<file path="src/rtl/jtframe_sdram_arb_pkg.sv">
`default_nettype none
// ============================================================================
// jtframe_sdram_arb_pkg
// Shared widths, FSM encoding and grant-index sizing for the SDRAM arbiter.
// Revision: 1.0
// ============================================================================
package jtframe_sdram_arb_pkg;

  localparam int DEF_AW    = 22;
  localparam int DEF_DW    = 16;
  localparam int DEF_SLOTS = 4;

  localparam logic [1:0] ST_IDLE = 2'd0;
  localparam logic [1:0] ST_REQ  = 2'd1;
  localparam logic [1:0] ST_WAIT = 2'd2;
  localparam logic [1:0] ST_RFSH = 2'd3;

  // Grant index width; never below one bit so a 1-bit pointer still exists.
  function automatic int gnt_width(input int n);
    return (n < 2) ? 1 : $clog2(n);
  endfunction

  localparam int DEF_GW = gnt_width(DEF_SLOTS);

endpackage
`default_nettype wire

</file>
<file path="src/rtl/jtframe_arb_slot.sv">
`default_nettype none
// ============================================================================
// jtframe_arb_slot
// One-word read cache for a single requester: hit compare, ok flag, fill port.
// Revision: 1.0
// ============================================================================
module jtframe_arb_slot
  import jtframe_sdram_arb_pkg::*;
#(
  parameter int AW = DEF_AW,
  parameter int DW = DEF_DW
) (
  input  logic          clk,
  input  logic          rst,
  input  logic [AW-1:0] i_addr,
  input  logic          i_cs,
  input  logic          i_downloading,
  input  logic          i_fill,
  input  logic [AW-1:0] i_fill_addr,
  input  logic [DW-1:0] i_fill_data,
  output logic          o_ok,
  output logic [DW-1:0] o_dout,
  output logic          o_pend
);

  logic [AW-1:0] addr_q, addr_d;
  logic [DW-1:0] data_q, data_d;
  logic          valid_q, valid_d;
  logic          ok_q, ok_d;
  logic          w_hit;
  logic          w_fill_hit;

  always_comb begin
    w_hit      = valid_q && (i_addr == addr_q);
    w_fill_hit = i_fill && (i_addr == i_fill_addr);
    addr_d     = addr_q;
    data_d     = data_q;
    valid_d    = valid_q;
    if (i_fill) begin
      addr_d  = i_fill_addr;
      data_d  = i_fill_data;
      valid_d = 1'b1;
    end
    if (i_downloading) begin
      valid_d = 1'b0;
    end
    // ok follows the post-fill cache contents so a fill reports data one cycle earlier
    ok_d = i_cs && !i_downloading && (i_fill ? w_fill_hit : w_hit);
  end

  always_ff @(posedge clk) begin
    if (rst) begin
      addr_q  <= '0;
      data_q  <= '0;
      valid_q <= 1'b0;
      ok_q    <= 1'b0;
    end else begin
      addr_q  <= addr_d;
      data_q  <= data_d;
      valid_q <= valid_d;
      ok_q    <= ok_d;
    end
  end

  assign o_ok   = ok_q;
  assign o_dout = data_q;
  assign o_pend = i_cs && !w_hit && !i_downloading;

endmodule
`default_nettype wire

</file>
<file path="src/rtl/jtframe_sdram_arb.sv">
`default_nettype none
// ============================================================================
// jtframe_sdram_arb
// Round-robin arbiter sharing one SDRAM read port among cached ROM slots.
// Revision: 1.0
// ============================================================================
module jtframe_sdram_arb
  import jtframe_sdram_arb_pkg::*;
#(
  parameter int AW    = DEF_AW,
  parameter int DW    = DEF_DW,
  parameter int SLOTS = DEF_SLOTS
) (
  input  logic                clk,
  input  logic                rst,
  input  logic [SLOTS*AW-1:0] slot_addr,
  input  logic [SLOTS-1:0]    slot_cs,
  output logic [SLOTS-1:0]    slot_ok,
  output logic [SLOTS*DW-1:0] slot_dout,
  input  logic                downloading,
  input  logic                refresh_req,
  output logic [AW-1:0]       sdram_addr,
  output logic                sdram_req,
  output logic                sdram_rfsh,
  input  logic                sdram_ack,
  input  logic                data_rdy,
  input  logic [DW-1:0]       data_read
);

  localparam int GW = gnt_width(SLOTS);

  logic [1:0]    st_q, st_d;
  logic [GW-1:0] ptr_q, ptr_d;
  logic [GW-1:0] gnt_q, gnt_d;
  logic [AW-1:0] addr_q, addr_d;
  logic          req_q, req_d;
  logic          rfsh_q, rfsh_d;
  logic          discard_q, discard_d;

  logic [SLOTS-1:0] w_pend;
  logic [AW-1:0]    w_slot_addr [SLOTS];
  logic             w_any;
  logic [GW-1:0]    w_pick;
  logic [GW:0]      w_idx;
  logic             w_fill;

  for (genvar i = 0; i < SLOTS; i++) begin : g_slot
    assign w_slot_addr[i] = slot_addr[i*AW +: AW];

    jtframe_arb_slot #(
      .AW (AW),
      .DW (DW)
    ) u_slot (
      .clk           (clk),
      .rst           (rst),
      .i_addr        (slot_addr[i*AW +: AW]),
      .i_cs          (slot_cs[i]),
      .i_downloading (downloading),
      .i_fill        (w_fill && (gnt_q == GW'(i))),
      .i_fill_addr   (addr_q),
      .i_fill_data   (data_read),
      .o_ok          (slot_ok[i]),
      .o_dout        (slot_dout[i*DW +: DW]),
      .o_pend        (w_pend[i])
    );
  end

  // First pending slot at or after the pointer, wrapping modulo SLOTS
  always_comb begin
    w_any  = 1'b0;
    w_pick = '0;
    w_idx  = '0;
    for (int k = 0; k < SLOTS; k++) begin
      w_idx = {1'b0, ptr_q} + (GW+1)'(k);
      if (w_idx >= (GW+1)'(SLOTS)) begin
        w_idx = w_idx - (GW+1)'(SLOTS);
      end
      if (!w_any && w_pend[w_idx[GW-1:0]]) begin
        w_any  = 1'b1;
        w_pick = w_idx[GW-1:0];
      end
    end
  end

  always_ff @(posedge clk) begin
    if (rst) begin
      st_q      <= ST_IDLE;
      ptr_q     <= '0;
      gnt_q     <= '0;
      addr_q    <= '0;
      req_q     <= 1'b0;
      rfsh_q    <= 1'b0;
      discard_q <= 1'b0;
    end else begin
      st_q      <= st_d;
      ptr_q     <= ptr_d;
      gnt_q     <= gnt_d;
      addr_q    <= addr_d;
      req_q     <= req_d;
      rfsh_q    <= rfsh_d;
      discard_q <= discard_d;
    end
  end

  always_comb begin
    st_d = st_q;
    case (st_q)
      ST_IDLE: begin
        if (refresh_req) begin
          st_d = ST_RFSH;
        end else if (!downloading && w_any) begin
          st_d = ST_REQ;
        end
      end
      ST_REQ:  if (sdram_ack) st_d = ST_WAIT;
      ST_WAIT: if (data_rdy)  st_d = ST_IDLE;
      ST_RFSH: if (sdram_ack) st_d = ST_IDLE;
      default: st_d = ST_IDLE;
    endcase
  end

  always_comb begin
    addr_d    = addr_q;
    gnt_d     = gnt_q;
    ptr_d     = ptr_q;
    req_d     = req_q;
    rfsh_d    = rfsh_q;
    discard_d = discard_q;
    w_fill    = 1'b0;
    case (st_q)
      ST_IDLE: begin
        if (refresh_req) begin
          rfsh_d = 1'b1;
        end else if (!downloading && w_any) begin
          gnt_d     = w_pick;
          addr_d    = w_slot_addr[w_pick];
          req_d     = 1'b1;
          discard_d = 1'b0;
        end
      end
      ST_REQ: begin
        if (downloading) discard_d = 1'b1;
        if (sdram_ack)   req_d     = 1'b0;
      end
      ST_WAIT: begin
        if (downloading) discard_d = 1'b1;
        if (data_rdy) begin
          // A download seen at any point of the transaction voids the fill
          w_fill = !discard_q && !downloading;
          if (!downloading) begin
            ptr_d = (gnt_q == GW'(SLOTS-1)) ? '0 : gnt_q + GW'(1);
          end
        end
      end
      ST_RFSH: begin
        if (sdram_ack) rfsh_d = 1'b0;
      end
      default: ;
    endcase
  end

  assign sdram_addr = addr_q;
  assign sdram_req  = req_q;
  assign sdram_rfsh = rfsh_q;

endmodule
`default_nettype wire

</file>
<file path="config.mk">
export PLATFORM = sky130hd
export DESIGN_NAME = jtframe_sdram_arb
export DESIGN_NICKNAME = d
export VERILOG_FILES = /design/src/rtl/jtframe_sdram_arb_pkg.sv /design/src/rtl/jtframe_arb_slot.sv /design/src/rtl/jtframe_sdram_arb.sv
export SDC_FILE = /design/constraint.sdc
export NUM_CORES = 1
export LEC_CHECK = 0
export BUFFER_PORTS_ARGS = -buffer_cell sky130_fd_sc_hd__buf_2
export CAP_MARGIN = 20
export CORE_ASPECT_RATIO = 0.9
export CORE_UTILIZATION = 58
export DETAILED_ROUTE_END_ITERATION = 8
export PLACE_DENSITY_LB_ADDON = 0.15
export SLEW_MARGIN = 20
export SYNTH_ARGS = -nofsm -noshare
export SYNTH_HDL_FRONTEND = slang
export SYNTH_SLANG_ARGS = --single-unit
</file>
<file path="constraint.sdc">
create_clock -name clk -period 3.6 [get_ports clk]
set_input_delay 0.36 -clock clk [delete_from_list [all_inputs] [get_ports clk]]
set_output_delay 0.36 -clock clk [all_outputs]
set_load 0.005 [all_outputs]
</file>
# ---- Word level (Yosys, flattened, before mapping)
# Index checks and enable logic that the tools add are counted.
dict set report totals {
  reg_bits 191
  output_inout_bits 92
  input_bits 114
  wordCells 166
}
dict set report op_classes {
  reduce_logical 55
  bitwise 3
  n_addsub 8
  n_lt_le_gt_ge 9
  eq_ne 22
  mux 46
}
# op count
set op_table {}
lappend op_table {{$eq A22 B22 Y1} 8}
lappend op_table {{$bmux W22 S2} 1}
lappend op_table {{$mux W22} 2}
lappend op_table {{$logic_and A1 B1 Y1} 33}
lappend op_table {{$mux W2} 14}
lappend op_table {{$mux W1} 21}
lappend op_table {{$ge A3 B3 Y1 const B} 4}
lappend op_table {{$lt A2 B3 Y1 const B} 4}
lappend op_table {{$ne A2 B2 Y1 const B} 6}
lappend op_table {{$reduce_and A4 Y1} 3}
lappend op_table {{$logic_not A1 Y1} 9}
lappend op_table {{$reduce_and A3 Y1} 3}
lappend op_table {{$bmux W1 S2} 4}
lappend op_table {{$eq A2 B2 Y1 const B} 4}
lappend op_table {{$pmux W2 S4} 1}
lappend op_table {{$sub A2 B1 Y2 const B} 4}
lappend op_table {{$add A2 B2 Y3 const B} 2}
lappend op_table {{$pmux W1 S2} 3}
lappend op_table {{$reduce_bool A2 Y1} 3}
lappend op_table {{$eq A2 B1 Y1 const B} 2}
lappend op_table {{$logic_not A2 Y1} 2}
lappend op_table {{$reduce_or A2 Y1} 2}
lappend op_table {{$add A2 B1 Y3 const B} 1}
lappend op_table {{$ge A2 B3 Y1 const B} 1}
lappend op_table {{5 further kinds} 6}

# ---- Longest topological paths before layout
# Gate-level depths: netlist of the first run.
dict set report depth {
  ltp_word 21
  ltp_mapped 10
  mapped_depth_nobuf 8
}

# ---- Modules after synthesis
# A second synthesis of the first run with hierarchy kept.
dict set report hier_totals {
  cells_unflattened 967
  area_unflattened_um2 9635.5
}
# mod cells_each instances area_per_inst_um2 seq_area_each_um2
set modules_own_cells {}
lappend modules_own_cells {jtframe_arb_slot 191 4 1896.8 800.8}
lappend modules_own_cells {jtframe_sdram_arb 203 1 2048.2 620.6}

# ---- Worst setup path before layout of the first run
# OpenSTA, ideal clock, no wires.
dict set report synth_path {
  path_type {input -> register}
  start {in slot_addr[69]}
  end {reg addr_q[0] (netlist: sdram_addr[0])}
  setup_ns 0.128
  stages 9
  slack_ns 1.103
  required_ns 3.472
  t_arrival_ns 2.369
  path_cell_list {xor2_1 > or4_4 > nor4_4 > a31oi_2 > o41ai_4 > nor2_2 > nand2_2 > buf_4 > o221ai_2}
}
dict set report synth_between {
  elab_chain_len 21
  word_cells_on_any_way 33
  cone_classes {eq/ne: 1; mux: 19; bitwise: 1; reduce/logical: 12}
}
# element line
set synth_rtl {}
lappend synth_rtl {{start: declaration} jtframe_sdram_arb.sv:16} ;# input logic [SLOTS*AW-1:0] slot_addr,
lappend synth_rtl {{$eq A22 B22 Y1 (*)} jtframe_arb_slot.sv:34} ;# w_hit = valid_q && (i_addr == addr_q);
lappend synth_rtl {{$logic_and A1 B1 Y1 (*)} jtframe_arb_slot.sv:34}
lappend synth_rtl {{$logic_not A1 Y1 (*)} jtframe_arb_slot.sv:67} ;# assign o_pend = i_cs && !w_hit && !i_downloading;
lappend synth_rtl {{$logic_and A1 B1 Y1 (*) (2 in series)} jtframe_arb_slot.sv:67}
lappend synth_rtl {{$bmux W1 S2} jtframe_sdram_arb.sv:78} ;# if (!w_any && w_pend[w_idx[GW-1:0]]) begin
lappend synth_rtl {{$mux W1 (implied by the code)} jtframe_sdram_arb.sv:78}
lappend synth_rtl {{$mux W1} jtframe_sdram_arb.sv:78}
lappend synth_rtl {{$logic_not A1 Y1} jtframe_sdram_arb.sv:78}
lappend synth_rtl {{[... 3 more ...]} n/a}
lappend synth_rtl {{$logic_and A1 B1 Y1} jtframe_sdram_arb.sv:78}
lappend synth_rtl {{$mux W1} jtframe_sdram_arb.sv:78}
lappend synth_rtl {{$logic_not A1 Y1} jtframe_sdram_arb.sv:78}
lappend synth_rtl {{$logic_and A1 B1 Y1} jtframe_sdram_arb.sv:78}
lappend synth_rtl {{$mux W2} jtframe_sdram_arb.sv:78}
lappend synth_rtl {{$not A2 Y3 (implied by the code)} jtframe_sdram_arb.sv:136} ;# addr_d = w_slot_addr[w_pick];
lappend synth_rtl {{$bmux W22 S2} jtframe_sdram_arb.sv:136}
lappend synth_rtl {{$mux W22 (implied by the code) (2 in series)} jtframe_sdram_arb.sv:136}
lappend synth_rtl {{end signal: assignment} jtframe_sdram_arb.sv:98} ;# addr_q <= addr_d;
lappend synth_rtl {{end: declaration} jtframe_sdram_arb.sv:35} ;# logic [AW-1:0] addr_q, addr_d;
# Every way passes the cells marked *; elsewhere a longest branch is shown, timed or not. The select of a mux whose other input is x is not followed.
# A chain may end at the register's enable or synchronous reset.

# ---- Final worst setup path of the first run
dict set report layout_path {
  start {reg g_slot[2].u_slot.addr_q[6]}
  end {reg addr_q[14] (netlist: sdram_addr[14])}
}
dict set report layout_between {
  elab_chain_len 21
  word_cells_on_any_way 33
  cone_classes {eq/ne: 1; mux: 19; bitwise: 1; reduce/logical: 12}
}
# element line
set layout_rtl {}
lappend layout_rtl {{start: declaration} jtframe_arb_slot.sv:26} ;# logic [AW-1:0] addr_q, addr_d;
lappend layout_rtl {{start signal: assignment} jtframe_arb_slot.sv:58} ;# addr_q <= addr_d;
lappend layout_rtl {{$eq A22 B22 Y1 (*)} jtframe_arb_slot.sv:34}
lappend layout_rtl {{$logic_and A1 B1 Y1 (*)} jtframe_arb_slot.sv:34}
lappend layout_rtl {{$logic_not A1 Y1 (*)} jtframe_arb_slot.sv:67}
lappend layout_rtl {{$logic_and A1 B1 Y1 (*) (2 in series)} jtframe_arb_slot.sv:67}
lappend layout_rtl {{$bmux W1 S2} jtframe_sdram_arb.sv:78}
lappend layout_rtl {{$mux W1 (implied by the code)} jtframe_sdram_arb.sv:78}
lappend layout_rtl {{$mux W1} jtframe_sdram_arb.sv:78}
lappend layout_rtl {{$logic_not A1 Y1} jtframe_sdram_arb.sv:78}
lappend layout_rtl {{[... 3 more ...]} n/a}
lappend layout_rtl {{$logic_and A1 B1 Y1} jtframe_sdram_arb.sv:78}
lappend layout_rtl {{$mux W1} jtframe_sdram_arb.sv:78}
lappend layout_rtl {{$logic_not A1 Y1} jtframe_sdram_arb.sv:78}
lappend layout_rtl {{$logic_and A1 B1 Y1} jtframe_sdram_arb.sv:78}
lappend layout_rtl {{$mux W2} jtframe_sdram_arb.sv:78}
lappend layout_rtl {{$not A2 Y3 (implied by the code)} jtframe_sdram_arb.sv:136}
lappend layout_rtl {{$bmux W22 S2} jtframe_sdram_arb.sv:136}
lappend layout_rtl {{$mux W22 (implied by the code) (2 in series)} jtframe_sdram_arb.sv:136}
# Marked as above.

==> out/results.ini, run 1 <==
[outcome]
status=complete, no violations

[timing]
rsz0062_at_grt=no
final_max_slew_viol_count=0
tns_ns=0
setup_viol=0
min_period_over_period=0.839
finalHoldViolations=0
layout_setup_ws_ns=0.580
whs_ns=0.197
worst_pin_slew_ns=0.966
slew-limit-headroom=0.355
period_needed_ns=3.02
finClkSkew_ns=0.00997
max_freq_mhz=331

[layout]
layout_common_cells=nand2_1, buf_2, dfxtp_1, a21oi_1, xnor2_1
final_layout_size_suffix_gt1_frac=0.220
instances_no_fill=1555
area_delta_synth_final_pct=17.6
nets=1456
layout_commonest_cell=nand2_1

[global_routing]
track_usage=0.371
grt_pass1_vias=8539
grt_pass1_wl_mm=49.3
grt_max_degree=88
globalRouteOverflowTotal=0
antenna_found_initial=1

[setup_path]
crit_type=reg -> reg
endpoint_kind=register
cp-start-kind=register
rr_worst_depth=9
rrSetupSlack_ns=0.58
cp_max_fo=45
arrival_ns=3.31
r2r-start=g_slot[2].u_slot.addr_q[6]$_SDFFE_PP0P_
timing.rr.end=sdram_addr[14]$_SDFFE_PP0P_
required_ns=3.89

[hold_path]
hold_path.startpoint=data_read[0]
holdPathEnd=g_slot[0].u_slot.o_dout[0]$_SDFFE_PP0P_
hp-class=in -> reg
hold_depth=3

[clock_network]
cts_tree=yes
post_cts_resized=0
clk_latency_ns=0.43
root_buffer=clkbuf_16
cts_buffers=17
post_cts_buffers=0
htree_levels=4
ctsHoldBuffers=0
cts_num_sinks=191
clockBufferDepth=2
clk_pin_slew_ns=0.07

[pwr]
p_leak_nw=4.57
p_total_mw=5.22
power_density_mw_per_mm2=459
irDropWorstVdd_mv=0.377

[synthesis]
ys_types=48
ys_seq_elements=191
synth_fp_nets=1297
synth-async-reset-ratio=0
ys.flop_type=dfxtp_1
seq_area_frac_synth=0.396
syn_area_per_cell_um2=8.23
synth_edf_count=0
ys_warn_count=0
syn_inst=1175
synth_area_mm2=0.00967

[detailed_routing]
wl_per_cell_um=20.4
wirelength_mm=31.8
drcViolationCount=0
drtIter0Drc=878
via_per_inst=5.94
dr_total_vias=9242
drt-pass1-iter-count=5
ant_nets=0

[floorplan]
pin_count=206
placement_rows=44
core_area_mm2=0.0162
die_area_mm2=0.0172
die_w_um=138
initial_core_util=0.597
die_h_um=124

[placed_design]
place_hpwl_mm=23.0
gp_congestion=1.01
post-place-ws_ns=0.507
port_buffers=205
dp_cells=1522

[flow_run]
maxCapViolCount=0

-- kinds of logic (layout without fill, tap and decap cells) --
group,Yosys count,in the layout,synth area share
simple gates,442,442,0.198
xor+xnor,176,176,0.159
compound gates,207,207,0.138
flops,191,191,0.396
buf+inv,102,274,0.0476
fa+ha+maj,8,8,0.0104
other cells,0,1,0
mux,49,49,0.0510
-- critical path, stage by stage, from the launching register on --
cell and delay, ns:
dfxtp_1 0.32, xnor2_1 0.14, nand4_1 0.12, nor4_1 0.09, a21oi_1 0.71, a22oi_1 0.22, a22oi_2 0.27, buf_12 0.31
mux2i_1 0.47, o221ai_2 0.16
-- cells in the mapped netlist (6+ instances only) --
| master | number | area, um^2 |
|---|---|---|
| a21oi_1 | 162 | 811 |
| buf_4 | 6 | 45.0 |
| buf_6 | 7 | 78.8 |
| clkbuf_1 | 73 | 274 |
| dfxtp_1 | 191 | 3820 |
| ha_1 | 8 | 100 |
| inv_1 | 9 | 33.8 |
| mux2i_1 | 47 | 470 |
| nand2_1 | 320 | 1200 |
| nand3_1 | 29 | 145 |
| nand4_1 | 29 | 181 |
| nor2_1 | 13 | 48.8 |
| nor3_1 | 9 | 45.0 |
| nor4_1 | 22 | 138 |
| o221ai_2 | 20 | 300 |
| xnor2_1 | 108 | 946 |
| xor2_1 | 68 | 596 |
-- metal layers --
metal  vias to the layer above  track usage  routed length, um  share of wire
met3                        77        0.107               3940           0.12
met4                         4        0.133                915          0.029
met5                         -       0.0205                 58         0.0018
met1                      4345        0.514              13400           0.42
li1                       4257            -                  -              -
met2                       559        0.543              13500           0.42
-- per-stage QoR --
stage | utilization | cell area [um^2]
final | 0.703 | 11400
after detailed placement | 0.665 | 10800
after global placement | 0.665 | 10800
after floorplan | - | 9670
after CTS | 0.702 | 11400
after global routing | 0.702 | 11400
-- flip-flops by register name (all words and copies together), names as in the netlist --
name                   cells
g_slot.u_slot.o_ok         4
sdram_rfsh                 1
g_slot.u_slot.o_dout      64
ptr_q                      2
sdram_addr                22
gnt_q                      2
g_slot.u_slot.valid_q      4
st_q                       2
sdram_req                  1
g_slot.u_slot.addr_q      88
discard_q                  1
-- how the worst max path moves through the flow --
stage                                                  start                          end  slack (ns)  depth (start not counted)
global placement                               slot_addr[69]  sdram_addr[14]$_SDFFE_PP0P_        0.52                         10
global route        g_slot[1].u_slot.addr_q[20]$_SDFFE_PP0P_  sdram_addr[14]$_SDFFE_PP0P_        0.45                          9
finish               g_slot[2].u_slot.addr_q[6]$_SDFFE_PP0P_  sdram_addr[14]$_SDFFE_PP0P_        0.58                          9
CTS                 g_slot[1].u_slot.addr_q[20]$_SDFFE_PP0P_  sdram_addr[14]$_SDFFE_PP0P_        0.68                          9
detailed placement                             slot_addr[42]  sdram_addr[14]$_SDFFE_PP0P_        0.51                         10
floorplan                                      slot_addr[69]   sdram_addr[0]$_SDFFE_PP0P_        1.10                          9
-- layout make-up --
class | instances | area (um^2)
multi-input cells | 882 | 5390
fillers | 1367 | 4810
diodes | 1 | 2.50
inverters | 9 | 33.8
well taps | 207 | 259
repair buffers | 233 | 1260
clock buffers | 17 | 425
flip-flops and latches | 191 | 3820
clock inverters | 15 | 176
-- power by group --
group / total [mW] / internal (mW) / switching (mW)
Sequential: 2.36 / 2.18 / 0.183
Combinational: 0.919 / 0.387 / 0.533
Clock: 1.94 / 1.05 / 0.892
Total: 5.22 / 3.61 / 1.61
(Power assumes the default switching activity.)
==> run 2: changes to the inputs <==
Settings changed: CORE_UTILIZATION 58 to 55.
Clock period 3.6 ns to 2.85 ns, I/O delays scaled along.
==> run 2 against run 1 <==
Net effect: non-clock buffer count rose by 45; cell count rose by 4.6%; die area rose by 5.4%; first-iteration DRC count rose by 10%; combinational power rose by 44%; maximum frequency rose by 9.2%; global-route usage fell by 0.36 points; critical endpoint unchanged; clock-buffer cell count did not move; routed wire length rose by 4.8%; clock power rose by 25%; core utilization fell by 0.60 points; worst setup slack got worse by 0.50 ns.
==> out/results.ini, run 2 (synthesis results as in run 1) <==
[placed_design]
port_buffers=205  ; unchanged
place_area_mm2=0.0112  ; +3.9%
place_hpwl_mm=24.3  ; +5.7%
gp_congestion=0.981  ; -3.0%
dp_cells=1593  ; +4.7%

[pwr]
p_leak_nw=4.84  ; +5.9%
irDropWorstVdd_mv=0.468  ; +24%
power_density_mw_per_mm2=564  ; +23%

[timing]
final_max_slew_viol_count=0  ; unchanged
period_needed_ns=2.77  ; -0.255 ns
whs_ns=0.104  ; -0.0929 ns
finalHoldViolations=0  ; unchanged
min_period_over_period=0.970  ; +0.131
rsz0062_at_grt=no
finClkSkew_ns=0.0122  ; +0.00228 ns
max_freq_mhz=362  ; +9.2%
setup_viol=0  ; unchanged
tns_ns=0  ; unchanged
slew-limit-headroom=0.455  ; +0.100
worst_pin_slew_ns=0.817  ; -0.149 ns

[setup_path]
crit_slowest_cell=or4_4
r2r-start=g_slot[3].u_slot.addr_q[3]$_SDFFE_PP0P_
timing.rr.end=sdram_addr[14]$_SDFFE_PP0P_
crit_path_cell_trace=xor2_1, or4_4, nor4_4, a31o_2, a21oi_1, a22oi_2, buf_4, clkbuf_16, mux2i_1, o221ai_2
cp_max_fo=15  ; -67%
rr_worst_depth=10  ; +1
crit_type=reg -> reg
cpPeakStageDelay_ns=0.55  ; -0.16 ns
required_ns=3.17  ; -0.72 ns
cp-start-kind=register
endpoint_kind=register
rrSetupSlack_ns=0.08  ; -0.50 ns
arrival_ns=3.09  ; -0.22 ns

[layout]
largest_reg_flops=88  ; unchanged
regMostFlops=g_slot.u_slot.addr_q
area_delta_synth_final_pct=22.5
layout_commonest_cell=nand2_1
layout_common_cells=nand2_1, buf_2, dfxtp_1, a21oi_1, xnor2_1
final_layout_size_suffix_gt1_frac=0.246  ; +0.0259
antenna_cells=0  ; -1
final_area_mm2=0.0118  ; +4.2%
instances_no_fill=1627  ; +4.6%
n_fill_cell=1448  ; +5.9%
nets=1501  ; +3.1%

[clock_network]
cts_tree=yes
clk_pin_slew_ns=0.08  ; about the same
clk_latency_ns=0.45  ; +0.02 ns
clockBufferDepth=2  ; unchanged
cts_buffers=17  ; unchanged
htree_levels=4  ; unchanged
root_buffer=clkbuf_16
cts_num_sinks=191  ; unchanged

[global_routing]
grt_pass1_vias=8567  ; +0.33%
antenna_found_initial=1  ; unchanged
grt_pass1_wl_mm=49.6  ; +0.56%
grt_max_degree=78  ; -11%
globalRouteOverflowTotal=0  ; unchanged
track_usage=0.367  ; -0.00362

[floorplan]
die_area_mm2=0.0181  ; +5.4%
pin_count=206  ; unchanged
placement_rows=45  ; +2.3%
die_h_um=128  ; +2.6%
initial_core_util=0.568  ; -0.0287
core_area_mm2=0.0170  ; +5.1%
die_w_um=142  ; +2.7%

[hold_path]
hold_depth=3  ; unchanged
holdPathEnd=g_slot[1].u_slot.o_dout[10]$_SDFFE_PP0P_
hold_path.startpoint=data_read[10]
hp-class=in -> reg

[detailed_routing]
drcViolationCount=0  ; unchanged
ant_nets=0  ; unchanged
dr_total_vias=9445  ; +2.2%
wl_per_cell_um=20.5  ; +0.18%
via_per_inst=5.81  ; -2.3%
drt-pass1-iter-count=5  ; unchanged
wirelength_mm=33.3  ; +4.8%
drtIter0Drc=967  ; +10%

[flow_run]
maxCapViolCount=0  ; unchanged

[outcome]
status=complete, no violations

run 2: changes by cell type in the layout (fill, tap and decap cells not counted):
cell and delta:
bufinv_16 -2, buf_12 +5, clkinv_8 +8, buf_4 +39
inv_8 -2, inv_6 -1, nor4_1 -1, clkbuf_16 +1
o21ai_0 -1, nor4_2 +1, clkinvlp_4 -3, o21ai_1 +1
diode_2 -1
run 2: area by class of cell:
cell class	instances	area, um^2	area share
Clock buffer	17	425	0.0359
Clock inverter	15	193	0.0163
Inverter	9	33.8	0.00285
Multi-Input combinational cell	882	5390	0.455
Sequential cell	191	3820	0.323
Tap cell	235	294	0.0248
Timing Repair Buffer	278	1680	0.142
run 2: where the power goes:
| group | leakage, nW | switching [mW] | internal [mW] | total (mW) |
|---|---|---|---|---|
| Clock | 0.292 | 1.23 | 1.19 | 2.42 |
| Sequential | 1.54 | 0.190 | 2.75 | 2.94 |
| Combinational | 3.00 | 0.743 | 0.580 | 1.32 |
run 2: worst max-delay path by stage:
| stage | start | end | slack [ns] | cells past startpoint |
|---|---|---|---|---|
| final | g_slot[3].u_slot.addr_q[3]$_SDFFE_PP0P_ | sdram_addr[14]$_SDFFE_PP0P_ | 0.08 | 10 |
| after floorplan | g_slot[3].u_slot.addr_q[3]$_SDFFE_PP0P_ | sdram_addr[0]$_SDFFE_PP0P_ | 0.39 | 9 |
| after detailed placement | slot_addr[42] | sdram_addr[13]$_SDFFE_PP0P_ | -0.01 | 11 |
| after global routing | g_slot[3].u_slot.addr_q[3]$_SDFFE_PP0P_ | sdram_addr[6]$_SDFFE_PP0P_ | 0.004 | 10 |
| after global placement | slot_addr[22] | sdram_addr[3]$_SDFFE_PP0P_ | 0.04 | 11 |
| after CTS | g_slot[1].u_slot.addr_q[20]$_SDFFE_PP0P_ | sdram_addr[16]$_SDFFE_PP0P_ | 0.07 | 10 |
run 2: worst max-delay path: cells and delay by family, from the launching register on:
| family | cells | cell delay (ns) |
|---|---|---|
| xor gates and xnor gates | 1 | 0.18 |
| and+or+nand+nor | 2 | 0.78 |
| buffers and inverters | 2 | 0.37 |
| DFF | 1 | 0.33 |
| AOI/OAI and AO/OA | 4 | 0.72 |
| muxes | 1 | 0.27 |
run 2: metal layers:
metal	GRT usage	share of wire
met1	0.521	0.42
met2	0.538	0.43
met3	0.0687	0.11
met4	0.171	0.039
met5	0	0.00054
run 2: metrics by stage:
stage / setup WS, ns / total power [mW] / util
after floorplan: 0.394 / 3.66 / -
after global placement: 0.0421 / 4.26 / 0.658
after detailed placement: -0.0117 / 4.26 / 0.658
after CTS: 0.0699 / 6.65 / 0.694
after global routing: 0.00393 / 6.90 / 0.697
final: 0.0849 / 6.68 / 0.697
run 2: what timing repair did:
| item | in CTS | in global routing |
|---|---|---|
| gates resized for setup | 0 | 2 |
| setup buffers | 0 | 1 |
| endpoints found under the hold margin | 0 | 0 |
| endpoints found under the setup margin | 0 | 16 |
| hold buffers | 0 | 0 |
==> run 3: changes to the inputs <==
Settings changed: PLACE_DENSITY set to 0.8, PLACE_DENSITY_LB_ADDON 0.15 to not set.
==> run 3 against run 2 <==
Net effect: clock skew fell by 0.0017 ns; hold slack improved by 0.016 ns; total power fell by 0.46%; clock power barely moved.
==> out/results.ini, run 3 (synthesis results as in run 1) <==
[floorplan]
die_h_um=128  ; unchanged
placement_rows=45  ; unchanged
pin_count=206  ; unchanged
initial_core_util=0.568  ; unchanged
die_w_um=142  ; unchanged
die_area_mm2=0.0181  ; unchanged
core_area_mm2=0.0170  ; unchanged

[setup_path]
crit_slowest_cell=or4_4
crit_path_cell_trace=xor2_1, or4_4, nor4_4, a31o_2, a22oi_1, a22oi_2, buf_12, buf_12, mux2i_1, o221ai_2
required_ns=3.17  ; about the same
cpMostUsedCell=buf_12
crit_type=reg -> reg
cpPeakStageDelay_ns=0.55  ; about the same
endpoint_kind=register
arrival_ns=3.07  ; -0.02 ns
cp_max_fo=17  ; +2
cp-start-kind=register

[clock_network]
cts_tree=yes
post_cts_buffers=0  ; unchanged
htree_levels=4  ; unchanged
ctsHoldBuffers=0  ; unchanged
clockBufferDepth=2  ; unchanged
root_buffer=clkbuf_16
clk_pin_slew_ns=0.08  ; about the same
cts_num_sinks=191  ; unchanged
clk_latency_ns=0.44  ; about the same
cts_buffers=17  ; unchanged
post_cts_resized=0  ; unchanged

[detailed_routing]
via_per_inst=5.93  ; +2.2%
drcViolationCount=0  ; unchanged
ant_nets=0  ; unchanged
dr_total_vias=9554  ; +1.2%
drt-pass1-iter-count=5  ; unchanged
drtIter0Drc=998  ; +3.2%
wl_per_cell_um=20.9  ; +2.2%
wirelength_mm=33.7  ; +1.1%

[pwr]
irDropWorstVdd_mv=0.464  ; -0.99%
p_total_mw=6.65  ; -0.46%
p_leak_nw=4.74  ; -2.0%
power_density_mw_per_mm2=571  ; +1.2%

[timing]
slew-limit-headroom=0.479  ; +0.0236
worst_pin_slew_ns=0.781  ; -0.0356 ns
finalHoldViolations=0  ; unchanged
min_period_over_period=0.966  ; -0.00431
layout_setup_ws_ns=0.0971  ; +0.0123 ns
rsz0062_at_grt=no
finClkSkew_ns=0.0106  ; -0.00170 ns
tns_ns=0  ; unchanged
max_freq_mhz=363  ; +0.45%
final_max_slew_viol_count=0  ; unchanged
setup_viol=0  ; unchanged
period_needed_ns=2.75  ; -0.0123 ns

[layout]
nets=1484  ; -1.1%
regMostFlops=g_slot.u_slot.addr_q
layout_commonest_cell=nand2_1
instances_no_fill=1610  ; -1.0%
largest_reg_flops=88  ; unchanged
final_layout_size_suffix_gt1_frac=0.236  ; -0.0101
area_delta_synth_final_pct=20.6
layout_common_cells=nand2_1, buf_2, dfxtp_1, a21oi_1, xnor2_1
n_fill_cell=1437  ; -0.76%
antenna_cells=0  ; unchanged

[placed_design]
port_buffers=205  ; unchanged
gp_congestion=1.00  ; +2.2%
post-place-ws_ns=0.0620  ; +0.0737 ns
place_hpwl_mm=24.4  ; +0.32%
dp_cells=1578  ; -0.94%

[global_routing]
grt_max_degree=104  ; +33%
grt_pass1_vias=8812  ; +2.9%
globalRouteOverflowTotal=0  ; unchanged
antenna_found_initial=0  ; -1
grt_pass1_wl_mm=50.4  ; +1.8%
track_usage=0.373  ; +0.00535

[flow_run]
maxCapViolCount=0  ; unchanged

[hold_path]
hp-class=in -> reg

[outcome]
status=complete, no violations

run 3: changes by cell type in the layout (fill, tap and decap cells not counted), moves of 2 or more:
cell,before,now
clkinv_8,8,0
clkinv_2,0,3
clkbuf_8,0,2
buf_4,66,50
inv_6,2,4
run 3: worst max-delay path: cells and delay by family, from the launching register on:
| family | cells | cell delay [ns] |
|---|---|---|
| DFF | 1 | 0.33 |
| and+or+nand+nor | 2 | 0.77 |
| muxes | 1 | 0.26 |
| AOI/OAI and AO/OA | 4 | 0.72 |
| buffers and inverters | 2 | 0.39 |
| xor gates and xnor gates | 1 | 0.17 |
run 3: where the power goes:
group	switching (mW)	total, mW	internal (mW)
combinational	0.769	1.32	0.555
clock	1.13	2.40	1.27
sequential	0.175	2.93	2.75
total	2.07	6.65	4.58
run 3: layout make-up:
class                   instances  area (um^2)  area share
well taps                     235          294      0.0252
clock inverters                13          128      0.0110
repair buffers                261         1540       0.132
multi-input cells             882         5390       0.462
clock buffers                  19          453      0.0389
flip-flops and latches        191         3820       0.328
inverters                       9         33.8     0.00290
run 3: worst paths after layout:
path,endpoint,cells after the start,from,slack (ns)
max,sdram_addr[4]$_SDFFE_PP0P_,10,g_slot[3].u_slot.addr_q[3]$_SDFFE_PP0P_,0.1
min,g_slot[3].u_slot.o_dout[0]$_SDFFE_PP0P_,3,data_read[0],0.12
max reg2reg,sdram_addr[4]$_SDFFE_PP0P_,10,g_slot[3].u_slot.addr_q[3]$_SDFFE_PP0P_,0.1
min reg2reg,g_slot[0].u_slot.o_dout[7]$_SDFFE_PP0P_,2,g_slot[0].u_slot.o_dout[7]$_SDFFE_PP0P_,0.45
run 3: layer usage:
metal  GRT usage  part of all wire  wire [um]
met1       0.506              0.40      13600
met2       0.553              0.43      14400
met3       0.105              0.13       4250
met4       0.157             0.044       1470
met5           0                 0          0
run 3: per-stage QoR:
| stage | utilization | hold slack (ns) | area, um^2 |
|---|---|---|---|
| 2_1_floorplan | - | 0.421 | 9670 |
| 5_1_grt | 0.685 | 0.117 | 11700 |
| 3_3_place_gp | 0.651 | 0.440 | 11100 |
| 6_report | 0.685 | 0.119 | 11700 |
| 3_5_place_dp | 0.651 | 0.443 | 11100 |
| 4_1_cts | 0.685 | 0.113 | 11700 |
